===== config.mk =====
export PLATFORM = sky130hd
export DESIGN_NAME = pipeline_hazard_ctrl
export DESIGN_NICKNAME = d
export VERILOG_FILES = /design/src/rtl/hazard_pkg.sv /design/src/rtl/fwd_select.sv /design/src/rtl/pipeline_hazard_ctrl.sv
export SDC_FILE = /design/constraint.sdc
export NUM_CORES = 1
export LEC_CHECK = 0
export CAP_MARGIN = 5
export CELL_PAD_IN_SITES_DETAIL_PLACEMENT = 0
export CELL_PAD_IN_SITES_GLOBAL_PLACEMENT = 1
export CORE_MARGIN = 2
export CORE_UTILIZATION = 30
export CTS_BUF_LIST = sky130_fd_sc_hd__clkbuf_8 sky130_fd_sc_hd__clkbuf_16
export DETAILED_ROUTE_END_ITERATION = 8
export GPL_TIMING_DRIVEN = 0
export PLACE_DENSITY = 0.74
export SLEW_MARGIN = 20
export SYNTH_ARGS = -nofsm -noshare
export SYNTH_HDL_FRONTEND = slang
export SYNTH_HIERARCHICAL = 1
export SYNTH_SLANG_ARGS = --single-unit

===== constraint.sdc =====
create_clock -name clk -period 2.1 [get_ports clk]
set_input_delay 0.63 -clock clk [delete_from_list [all_inputs] [get_ports clk]]
set_output_delay 0.63 -clock clk [all_outputs]
set_load 0.01 [all_outputs]

===== src/rtl/hazard_pkg.sv =====
`default_nettype none
// ============================================================================
// Module   : hazard_pkg
// Brief    : Shared types and constants for the pipeline hazard controller.
// Revision : 1.0
// ============================================================================
package hazard_pkg;

    typedef enum logic [1:0] {
        RUN   = 2'd0,
        STALL = 2'd1,
        FLUSH = 2'd2
    } hz_state_t;

    localparam logic [1:0] FWD_REG = 2'b00;
    localparam logic [1:0] FWD_WB  = 2'b01;
    localparam logic [1:0] FWD_MEM = 2'b10;

    localparam logic [4:0] XZR = 5'd31;

endpackage
`default_nettype wire


===== src/rtl/fwd_select.sv =====
`default_nettype none
// ============================================================================
// Module   : fwd_select
// Brief    : Per-operand forwarding select; the MEM result is younger than WB.
// Revision : 1.0
// ============================================================================
module fwd_select
    import hazard_pkg::*;
(
    input  logic [4:0] src,
    input  logic       regwrite_mem,
    input  logic [4:0] target_mem,
    input  logic       regwrite_wb,
    input  logic [4:0] target_wb,
    output logic [1:0] fwd
);

    always_comb begin
        fwd = FWD_REG;
        if (regwrite_mem && (target_mem != XZR) && (target_mem == src)) begin
            fwd = FWD_MEM;
        end else if (regwrite_wb && (target_wb != XZR) && (target_wb == src)) begin
            fwd = FWD_WB;
        end
    end

endmodule
`default_nettype wire


===== src/rtl/pipeline_hazard_ctrl.sv =====
`default_nettype none
// ============================================================================
// Module   : pipeline_hazard_ctrl
// Brief    : Stall/flush/bubble control and EX forwarding for the 5-stage CPU.
// Revision : 1.0
// ============================================================================
module pipeline_hazard_ctrl
    import hazard_pkg::*;
#(
    parameter int MEM_LAT    = 1,
    parameter int BR_PENALTY = 1,
    parameter int CNT_W      = 32
) (
    input  logic             clk,
    input  logic             rst,
    input  logic [4:0]       Rn_ID,
    input  logic [4:0]       Rm_ID,
    input  logic             uses_rn_ID,
    input  logic             uses_rm_ID,
    input  logic             condBr_ID,
    input  logic [4:0]       rn_EX,
    input  logic [4:0]       rm_EX,
    input  logic             memRead_EX,
    input  logic             RegWrite_EX,
    input  logic             set_flags_EX,
    input  logic [4:0]       targetReg_EX,
    input  logic             RegWrite_MEM,
    input  logic [4:0]       targetReg_MEM,
    input  logic             RegWrite_WB,
    input  logic [4:0]       targetReg_WB,
    input  logic             branch_taken,
    output logic             pc_write_en,
    output logic             IF_ID_write_en,
    output logic             IF_ID_flush,
    output logic             ID_EX_bubble,
    output logic [1:0]       FWDA,
    output logic [1:0]       FWDB,
    output logic [CNT_W-1:0] stall_cnt,
    output logic [CNT_W-1:0] flush_cnt
);

    localparam logic [2:0]       c_mem_reload = 3'(MEM_LAT - 1);
    localparam logic [2:0]       c_br_reload  = 3'(BR_PENALTY - 1);
    localparam logic [CNT_W-1:0] c_cnt_max    = '1;

    hz_state_t        r_state;
    hz_state_t        w_state_nxt;
    logic [2:0]       r_cnt;
    logic [2:0]       w_cnt_nxt;
    logic             w_load_haz;
    logic             w_flag_haz;
    logic             w_pc_write_en;
    logic             w_if_id_write_en;
    logic             w_if_id_flush;
    logic             w_id_ex_bubble;
    logic [1:0]       w_fwd_a;
    logic [1:0]       w_fwd_b;
    logic [CNT_W-1:0] r_stall_cnt;
    logic [CNT_W-1:0] r_flush_cnt;

    assign w_load_haz = memRead_EX && RegWrite_EX && (targetReg_EX != XZR) &&
                        ((uses_rn_ID && (Rn_ID == targetReg_EX)) ||
                         (uses_rm_ID && (Rm_ID == targetReg_EX)));
    assign w_flag_haz = condBr_ID && set_flags_EX;

    always_ff @(posedge clk) begin
        if (rst) begin
            r_state <= RUN;
            r_cnt   <= 3'd0;
        end else begin
            r_state <= w_state_nxt;
            r_cnt   <= w_cnt_nxt;
        end
    end

    always_comb begin
        w_state_nxt      = r_state;
        w_cnt_nxt        = r_cnt;
        w_pc_write_en    = 1'b1;
        w_if_id_write_en = 1'b1;
        w_if_id_flush    = 1'b0;
        w_id_ex_bubble   = 1'b0;
        if (rst) begin
            w_state_nxt      = RUN;
            w_cnt_nxt        = 3'd0;
            w_pc_write_en    = 1'b0;
            w_if_id_write_en = 1'b0;
            w_if_id_flush    = 1'b1;
            w_id_ex_bubble   = 1'b1;
        end else if (branch_taken) begin
            // Taken branch wins from any state; the PC still loads the target.
            w_if_id_flush  = 1'b1;
            w_id_ex_bubble = 1'b1;
            if (BR_PENALTY > 1) begin
                w_state_nxt = FLUSH;
                w_cnt_nxt   = c_br_reload;
            end else begin
                w_state_nxt = RUN;
                w_cnt_nxt   = 3'd0;
            end
        end else begin
            case (r_state)
                STALL: begin
                    w_pc_write_en    = 1'b0;
                    w_if_id_write_en = 1'b0;
                    w_id_ex_bubble   = 1'b1;
                    w_cnt_nxt        = r_cnt - 3'd1;
                    if (r_cnt == 3'd1) w_state_nxt = RUN;
                end
                FLUSH: begin
                    // The ID instruction is wrong-path, so hazards on it are moot.
                    w_if_id_flush  = 1'b1;
                    w_id_ex_bubble = 1'b1;
                    w_cnt_nxt      = r_cnt - 3'd1;
                    if (r_cnt == 3'd1) w_state_nxt = RUN;
                end
                default: begin
                    if (w_load_haz || w_flag_haz) begin
                        w_pc_write_en    = 1'b0;
                        w_if_id_write_en = 1'b0;
                        w_id_ex_bubble   = 1'b1;
                    end
                    if (w_load_haz && (MEM_LAT > 1)) begin
                        w_state_nxt = STALL;
                        w_cnt_nxt   = c_mem_reload;
                    end
                end
            endcase
        end
    end

    always_ff @(posedge clk) begin
        if (rst) begin
            r_stall_cnt <= '0;
            r_flush_cnt <= '0;
        end else begin
            if (!w_pc_write_en && (r_stall_cnt != c_cnt_max)) begin
                r_stall_cnt <= r_stall_cnt + CNT_W'(1);
            end
            if (w_if_id_flush && (r_flush_cnt != c_cnt_max)) begin
                r_flush_cnt <= r_flush_cnt + CNT_W'(1);
            end
        end
    end

    fwd_select u_fwd_a (
        .src          (rn_EX),
        .regwrite_mem (RegWrite_MEM),
        .target_mem   (targetReg_MEM),
        .regwrite_wb  (RegWrite_WB),
        .target_wb    (targetReg_WB),
        .fwd          (w_fwd_a)
    );

    fwd_select u_fwd_b (
        .src          (rm_EX),
        .regwrite_mem (RegWrite_MEM),
        .target_mem   (targetReg_MEM),
        .regwrite_wb  (RegWrite_WB),
        .target_wb    (targetReg_WB),
        .fwd          (w_fwd_b)
    );

    assign pc_write_en    = w_pc_write_en;
    assign IF_ID_write_en = w_if_id_write_en;
    assign IF_ID_flush    = w_if_id_flush;
    assign ID_EX_bubble   = w_id_ex_bubble;
    assign FWDA           = rst ? FWD_REG : w_fwd_a;
    assign FWDB           = rst ? FWD_REG : w_fwd_b;
    assign stall_cnt      = r_stall_cnt;
    assign flush_cnt      = r_flush_cnt;

endmodule
`default_nettype wire

==> results of run 1 <==
cell families (layout without fill, tap and decap cells):
kind of cell	after synthesis	count (layout)
buffers and inverters	24	176
XOR/XNOR	57	57
AND/OR/NAND/NOR	224	224
flip-flops	64	64
multiplexers	2	2
AO/OA/AOI/OAI	72	72
adder cells (fa/ha/maj)	2	2
path summary, 6_finish.rpt:
path                                 startpoint            end  slack [ps]  cells past startpoint
worst max-delay path            targetReg_EX[2]    pc_write_en        -210                      7
worst min-delay path              stall_cnt[13]  stall_cnt[13]         500                      2
worst max register to register     stall_cnt[2]  stall_cnt[31]          10                      7
worst min register to register    stall_cnt[13]  stall_cnt[13]         500                      2
Yosys cell counts, types with 6 or more instances:
cell and number:
o21ai_0 13, nor3_1 17, nand4_1 18, nand2_1 28, and3_1 16, nor4_1 8
or3_1 22, xor2_1 26, dfxtp_1 64, nand3_1 42, a21oi_1 31, clkbuf_1 12
o21ai_1 8, xnor2_1 31, nor2_1 42, inv_1 6
per-stage QoR:
step | setup slack (ps) | cells | area (um2) | hold slack (ps) | power, mW
2_1_floorplan | -68.2 | 445 | 3710 | 490 | 1.37
3_3_place_gp | -1190 | 708 | 5050 | 480 | 1.53
3_5_place_dp | -1210 | 708 | 5050 | 492 | 1.53
4_1_cts | -239 | 739 | 5550 | 500 | 2.91
5_1_grt | -281 | 744 | 5820 | 521 | 2.99
6_report | -213 | 744 | 5820 | 498 | 2.87
metal layers:
metal / up-vias / part of all wire [%] / GRT usage [%]
met4: 0 / 0.92 / 5.28
li1: 1914 / - / -
met3: 9 / 5.4 / 5.42
met5: - / 0 / 0
met2: 101 / 50 / 31.9
met1: 1836 / 44 / 22.4
area by class of cell:
| class | count | area [um2] | area share, % |
|---|---|---|---|
| plain buffers | 16 | 124 | 2.13 |
| repair buffers | 139 | 1310 | 22.5 |
| well taps | 147 | 184 | 3.16 |
| flip-flops and latches | 64 | 1350 | 23.2 |
| clock buffers | 10 | 239 | 4.11 |
| clock inverters | 5 | 26.3 | 0.452 |
| inverters | 6 | 22.5 | 0.387 |
| multi-input cells | 357 | 2570 | 44.2 |
sequential cells by signal, indices dropped and copies added (netlist names):
register / flops
flush_cnt: 32
stall_cnt: 32
where the power goes:
group	internal, mW	switching, mW	total (mW)
registers	1.20	0.00743	1.21
clock network	0.812	0.538	1.35
logic	0.160	0.152	0.312
total	2.18	0.697	2.87
worst reg2reg max path, cell delays in order, from the launching register on:
cell	delay [ps]
dfxtp_4	370
nand4_1	120
buf_4	180
nor3_4	270
nand2_1	210
nor2_1	130
or4b_2	610
a21oi_2	130
repair_timing:
| item | 4_1_cts | 5_1_grt |
|---|---|---|
| pin swaps | 43 | 26 |
| buffers inserted | 14 | 7 |
| setup endpoints to repair | 66 | 67 |
| gates resized for setup | 245 | 58 |
| cloned | 2 | 1 |
==> impl_metrics.csv, run 1 <==
group,metric,value,unit
outcome,status,"finished with violations",
outcome,violations,"negative setup slack",
die,core,11900,um2
cts,path_clk_slew,50,ps
yosys,synth_top_family_by_area,"simple AND/OR/NAND/NOR gates",
worst_setup_path,startpoint_type,"primary input",
cells_and_area,area_delta_synth_final,61.1,%
cells_and_area,antenna_cells,0,
yosys,yosys.area_share.simple,33.8,%
worst_setup_path,crit_arrival,1680,ps
worst_setup_path,cpPeakStageDelay,260,ps
sta,max_freq,432,MHz
yosys,synthMuxAreaShare,0.554,%
yosys,synth_cell_type_count,46,
yosys,yosys_warnings,6,
worst_setup_path,endpoint_kind,"output port",
hold_path,worstHoldPathType,"reg2reg",
yosys,synth_top_area_share,35.5,%
power,power_density,494,nW/um2
worst_setup_path,critPathBufInv,3,
global_routing,antenna_found_initial,0,
cts,cts-root-buf,"clkbuf_16",
sta,drv_slew,0,
yosys,netlist_top_cells_area,"dfxtp_1 35%, xnor2_1 7.5%, xor2_1 6.3%",
yosys,synth_ff_type,"dfxtp_1",
die,die_w,114,um
sta,worst_pin_slew,633,ps
global_routing,grt_pass1_wl,19.1,mm
die,die-area,12900,um2
placement,place.gp.congestion,0.836,
sta,finalSetupViolCount,24,
sta,fin_crit,2310,ps
yosys,ys_seq_area_share,35.5,%
cells_and_area,fin_util,49.1,%
sta,slew_headroom,57.8,%
worst_setup_path,required,1470,ps
yosys,synth-adder-area-share,0.693,%
placement,hpwl,8.33,mm
yosys,synth_area,3610,um2
global_routing,grt_pass1_vias,3861,
die,io-pin-count,118,
worst_setup_path,crit_top_cell,"buf_6",
sta,clock_skew,7.42,ps
sta,min_period_over_period,110,%
yosys,syn_avg_cell_area,8.12,um2
cells_and_area,nets,641,
die,start_util,30.5,%
worst_setup_path,worstSetupPathType,"in2out",
global_routing,track_usage,18.5,%
cells_and_area,fillers,1179,
yosys,synth-compound-area-share,12.1,%
placement,port-buffer-count,116,
route,drtIter0Drc,164,
power,peakVddDrop,0.338,mV
route,drc,0,
yosys,synth_nets,493,
yosys,yosys.area_share.xor_xnor,13.8,%
yosys,synth-edff-count,0,
worst_setup_path,critPathMaxFanout,3,
global_routing,grt_max_degree,12,
yosys,async_flop_share,0,%
sta,rsz0062_at_grt,"true",
cts,cts_buffer_depth,2,
route,totalWireLength,11.7,mm
route,antenna_left,0,
route,avgRoutedWirePerCell,15.7,um
cts,ctsHtreeMaxLevel,3,
route,viasPerCell,5.19,
die,die_h,114,um
cts,cts_hold_buffers,0,
cts,cts_tree,"done",
global_routing,gr-total-overflow,0,
cells_and_area,final_cell_mix,"64 x clkdlybuf4s50_1, 41 x nor2_1, 39 x dfxtp_1",
cells_and_area,drive_gt1_share,31.0,%
flow_run,maxCapViolCount,0,
worst_setup_path,path_delay_family,"buffers and inverters",
sta,setup_ws,-213,ps
die,rows,40,
cts,clock_latency,340,ps
cells_and_area,final_common_cell,"clkdlybuf4s50_1",
worst_setup_path,crit_slowest_cell,"o221ai_4",
cts,cts-buffers-inserted,9,
sta,hold_viol,0,
yosys,synth_top_area_cell,"dfxtp_1",
sta,tns,-2510,ps
power,power_leakage,2.02,nW
cts,cts.sinks,64,
yosys,synth_cells,445,
worst_setup_path,cp_cell_sequence,"buf_6 -> xnor2_2 -> nand4_1 -> o221ai_4 -> a21oi_2 -> buf_4 -> buf_6",
route,num_vias,3860,
yosys,synth_seq_cells,64,
route,first_pass_iters,4,
Power figures use the tool's default switching activity.
==> run 2, diff against run 1 <==
--- a/config.mk
+++ b/config.mk
@@ -8,6 +8,7 @@
 export CAP_MARGIN = 5
 export CELL_PAD_IN_SITES_DETAIL_PLACEMENT = 0
 export CELL_PAD_IN_SITES_GLOBAL_PLACEMENT = 1
+export CORE_ASPECT_RATIO = 1.4
 export CORE_MARGIN = 2
 export CORE_UTILIZATION = 30
 export CTS_BUF_LIST = sky130_fd_sc_hd__clkbuf_8 sky130_fd_sc_hd__clkbuf_16
==> run 2 against run 1 <==
The run still ends with negative setup slack left. Largest power group unchanged. Worst setup slack lost 120 ps. Sequential cell count is the same. Critical path depth grew 1. Largest cell class unchanged. Wire length grew 5.4%. Utilization grew 2.4 points. Worst hold slack gained 0.65 ps. Combinational power grew 11%.
==> impl_metrics.csv, run 2 (synthesis results as in run 1) <==
group,metric,value,unit
route,drc,0,
sta,max_freq,412,MHz
die,die_h,134,um
worst_setup_path,critPathMaxFanout,2,
cells_and_area,fin_area,6050,um2
cts,cts_buffer_depth,2,
outcome,status,"finished with violations",
worst_setup_path,worstSetupPathType,"in2out",
power,power_density,474,nW/um2
worst_setup_path,crit_arrival,1800,ps
placement,port-buffer-count,116,
global_routing,grt_max_degree,11,
cells_and_area,drive_gt1_share,32.2,%
route,totalWireLength,12.3,mm
placement,hpwl,8.69,mm
sta,drv_slew,0,
placement,place.gp.congestion,0.815,
sta,worst_pin_slew,559,ps
power,power_leakage,2.15,nW
die,rows,47,
worst_setup_path,startpoint_type,"primary input",
route,avgRoutedWirePerCell,16.1,um
die,die-area,12900,um2
global_routing,antenna_found_initial,0,
route,num_vias,4011,
cts,cts-root-buf,"clkbuf_16",
cells_and_area,nets,663,
worst_setup_path,timing.rr.end,"stall_cnt[1]",
route,drtIter0Drc,80,
cts,cts.sinks,64,
sta,min_period_over_period,116,%
die,start_util,30.7,%
die,io-pin-count,118,
outcome,violations,"negative setup slack",
power,peakVddDrop,0.256,mV
sta,finalSetupViolCount,37,
placement,place_area,5050,um2
flow_run,maxCapViolCount,0,
sta,setup_ws,-329,ps
worst_setup_path,endpoint_kind,"output port",
hold_path,whs_endpoint,"stall_cnt[15]",
global_routing,track_usage,18.3,%
cts,cts_tree,"done",
hold_path,worstHoldPathType,"reg2reg",
die,die_w,96.7,um
sta,rsz0062_at_grt,"true",
global_routing,gr-total-overflow,0,
cts,cts-buffers-inserted,9,
cells_and_area,final_common_cell,"clkdlybuf4s50_1",
cts,clock_latency,330,ps
hold_path,min_path_cells,2,
die,core,11800,um2
worst_setup_path,r2r_slack,-20,ps
sta,slew_headroom,62.7,%
cells_and_area,antenna_cells,0,
cells_and_area,fillers,1133,
sta,fin_crit,2430,ps
route,antenna_left,0,
cells_and_area,final_cell_mix,"64 x clkdlybuf4s50_1, 46 x dfxtp_1, 40 x nor2_1",
worst_setup_path,required,1470,ps
global_routing,grt_pass1_vias,3969,
sta,hold_viol,0,
global_routing,grt_pass1_wl,19.3,mm
worst_setup_path,r2r_cells,8,
route,viasPerCell,5.24,
hold_path,hp-start,"stall_cnt[15]",
cts,path_clk_slew,50,ps
cts,ctsHtreeMaxLevel,3,
power,power,2.87,mW
cells_and_area,area_delta_synth_final,67.5,%
sta,clock_skew,8.08,ps
sta,tns,-4740,ps
route,first_pass_iters,4,
cts,cts_hold_buffers,0,
worst_setup_path,r2r_start,"stall_cnt[5]",
[run 2: changes by cell type in the layout (fill, tap and decap cells not counted), moves of 6 or more]
cell / delta
buf_2: -7
buf_4: +18
buf_6: +11
dfxtp_1: +7
dfxtp_4: -6
o21ai_0: -6
[run 2: timing repair]
action                     CTS  global route
pin swaps                   50            25
buffers inserted            29            15
cloned                       4             0
gates resized for setup    262            49
setup endpoints to repair   69            69
[run 2: cell type report]
class	instances	area, um2	share of cell area (%)
Timing Repair Buffer	160	1530	25.3
Sequential cell	64	1320	21.9
Multi-Input combinational cell	358	2620	43.3
Clock inverter	5	27.5	0.455
Clock buffer	9	225	3.72
Tap cell	147	184	3.04
Buffer	16	119	1.96
Inverter	6	22.5	0.372
[run 2: layer usage]
| metal | routed length [um] | up-vias | global-route usage, % |
|---|---|---|---|
| met3 | 634 | 22 | 4.27 |
| met5 | 0 | - | 0 |
| li1 | - | 1960 | - |
| met2 | 6740 | 114 | 35.0 |
| met1 | 4600 | 1915 | 19.2 |
| met4 | 320 | 0 | 7.36 |
[run 2: critical path: stages]
cell and delay, ps:
buf_6 100, xnor2_2 140, nand4_1 170, buf_4 190, o221ai_4 210, a21oi_2 110
buf_4 150, buf_6 110
[run 2: stage by stage]
| stage | hold slack (ps) | std cells | worst slack (ps) | util [%] |
|---|---|---|---|---|
| after global placement | 480 | 708 | -1200 | 43.0 |
| after floorplan | 490 | 445 | -68.2 | - |
| after global routing | 517 | 765 | -374 | 51.4 |
| after detailed placement | 490 | 708 | -1240 | 43.0 |
| final | 498 | 765 | -329 | 51.4 |
| after CTS | 497 | 752 | -324 | 49.1 |
[run 2: worst max-delay path by stage]
stage	from	endpoint	slack (ps)	cells past startpoint
final	Rn_ID[2]	pc_write_en	-330	8
after global routing	Rn_ID[2]	pc_write_en	-370	8
after CTS	Rm_ID[0]	ID_EX_bubble	-320	7
after detailed placement	targetReg_EX[3]	pc_write_en	-1240	7
after global placement	targetReg_EX[1]	pc_write_en	-1200	7
after floorplan	targetReg_EX[4]	stall_cnt[31]	-70	6
[run 2: power by group]
group          internal, mW  leakage (nW)  switching, mW
Sequential             1.21         0.527        0.00716
Combinational         0.185          1.49          0.162
Clock                 0.775         0.132          0.530
Total                  2.17          2.15          0.700
==> run 3, diff against run 2 <==
--- a/config.mk
+++ b/config.mk
@@ -14,7 +14,7 @@
 export CTS_BUF_LIST = sky130_fd_sc_hd__clkbuf_8 sky130_fd_sc_hd__clkbuf_16
 export DETAILED_ROUTE_END_ITERATION = 8
 export GPL_TIMING_DRIVEN = 0
-export PLACE_DENSITY = 0.74
+export PLACE_DENSITY = 0.72
 export SLEW_MARGIN = 20
 export SYNTH_ARGS = -nofsm -noshare
 export SYNTH_HDL_FRONTEND = slang
==> constraint.sdc (replaced) <==
create_clock -name clk -period 3.05 [get_ports clk]
set_input_delay 0.915 -clock clk [delete_from_list [all_inputs] [get_ports clk]]
set_output_delay 0.915 -clock clk [all_outputs]
set_load 0.01 [all_outputs]
==> run 3 against run 2 <==
The flow now finishes without violations. Design area shrank 12%. Wire length shrank 9.3%. Die area is the same. First-iteration DRC count grew 54%. Critical path depth shrank 1. Largest power group unchanged.
==> impl_metrics.csv, run 3 (synthesis results as in run 1) <==
group,metric,value,unit
outcome,status,"complete, no violations",
power,power_leakage,1.83,nW
global_routing,grt_max_degree,11,
route,drc,0,
global_routing,gr-total-overflow,0,
placement,place.gp.congestion,0.857,
global_routing,track_usage,16.8,%
route,totalWireLength,11.2,mm
sta,finalSetupViolCount,0,
worst_setup_path,crit_arrival,2110,ps
cells_and_area,nets,627,
route,antenna_left,0,
sta,drv_slew,0,
cells_and_area,final_cell_mix,"74 x clkdlybuf4s50_1, 64 x dfxtp_1, 42 x nor2_1",
global_routing,grt_pass1_wl,17.9,mm
power,power_density,380,nW/um2
hold_path,min_path_cells,2,
hold_path,worstHoldPathType,"reg2reg",
route,drtIter0Drc,123,
worst_setup_path,endpoint_kind,"output port",
cells_and_area,multi_input_area,2320,um2
cts,cts-root-buf,"clkbuf_16",
sta,tns,0,ps
worst_setup_path,required,2130,ps
cts,cts_tree,"done",
worst_setup_path,worstSetupPathType,"in2out",
route,viasPerCell,5.22,
cells_and_area,area_delta_synth_final,47.8,%
cts,path_clk_slew,50,ps
hold_path,hp-start,"stall_cnt[17]",
sta,worst_pin_slew,646,ps
cells_and_area,drive_gt1_share,13.8,%
global_routing,antenna_found_initial,0,
global_routing,grt_pass1_vias,3626,
placement,place_area,4960,um2
worst_setup_path,critPathLaunch,"rn_EX[1]",
worst_setup_path,r2r_cells,9,
cts,cts_buffer_depth,2,
sta,hold_viol,0,
cts,clock_latency,320,ps
cells_and_area,ff_latch_area,1280,um2
flow_run,maxCapViolCount,0,
sta,fin_crit,3030,ps
sta,clock_skew,11.9,ps
worst_setup_path,r2r_start,"stall_cnt[0]",
power,power,2.03,mW
power,peakVddDrop,0.270,mV
worst_setup_path,startpoint_type,"primary input",
sta,hold_ws,499,ps
cells_and_area,antenna_cells,0,
cts,cts-buffers-inserted,9,
placement,port-buffer-count,116,
cells_and_area,fin_util,45.4,%
cells_and_area,fillers,1212,
sta,rsz0062_at_grt,"false",
die,start_util,30.7,%
die,rows,47,
cts,cts_hold_buffers,0,
die,die_h,134,um
cells_and_area,final_common_cell,"clkdlybuf4s50_1",
die,die-area,12900,um2
cts,cts.sinks,64,
route,avgRoutedWirePerCell,15.3,um
die,io-pin-count,118,
cells_and_area,fin_area,5340,um2
sta,min_period_over_period,99.2,%
cts,ctsHtreeMaxLevel,3,
route,first_pass_iters,4,
sta,slew_headroom,56.6,%
die,core,11800,um2
sta,max_freq,331,MHz
placement,hpwl,8.62,mm
die,die_w,96.7,um
route,num_vias,3797,
worst_setup_path,critPathMaxFanout,3,
-- run 3: cell count changes in the layout (fill, tap and decap cells not counted), sizes merged, moves of 4 or more --
cell and delta:
clkbuf +7, buf -55, clkdlybuf4s50 +10, clkinv -4
clkdlybuf4s15 +4
-- run 3: per-layer routing --
layer  routed length, um  global-route usage, %
met5                   0                      0
met4                 152                   6.26
met3                 478                   3.60
met2                5910                   30.2
met1                4620                   19.6
-- run 3: stage by stage --
stage	setup slack (ps)	instances
after floorplan	218	445
final	24.9	728
after detailed placement	-1070	708
after CTS	-34.8	726
after global routing	0.817	728
after global placement	-1080	708
-- run 3: cell type report --
cell class                      count  area share [%]
Clock buffer                       10            4.48
Buffer                             17            1.83
Timing Repair Buffer              124            21.6
Multi-Input combinational cell    357            43.5
Inverter                            6           0.422
Tap cell                          147            3.45
Clock inverter                      3           0.703
Sequential cell                    64            24.0
-- run 3: critical path, cell delays in order --
cell and delay [ps]:
dlygate4sd2_1 280, xor2_1 160, nor3_1 200, o2111a_2 240, nor3_2 40, nor2b_1 110, buf_2 170
-- run 3: path summary, 6_finish.rpt --
kind                    to  slack, ps
max                FWDA[0]         20
min reg2reg  stall_cnt[17]        500
max reg2reg   stall_cnt[1]        550
min          stall_cnt[17]        500
-- run 3: power by group --
group / switching, mW / internal (mW)
sequential: 0.00522 / 0.841
combinational: 0.100 / 0.103
clock: 0.345 / 0.634
total: 0.450 / 1.58
-- run 3: what timing repair did --
| action | 4_1_cts | 5_1_grt |
|---|---|---|
| setup endpoints to repair | 11 | 7 |
| pin swaps | 24 | 8 |
| resized for setup | 132 | 16 |
| buffers inserted | 5 | 3 |
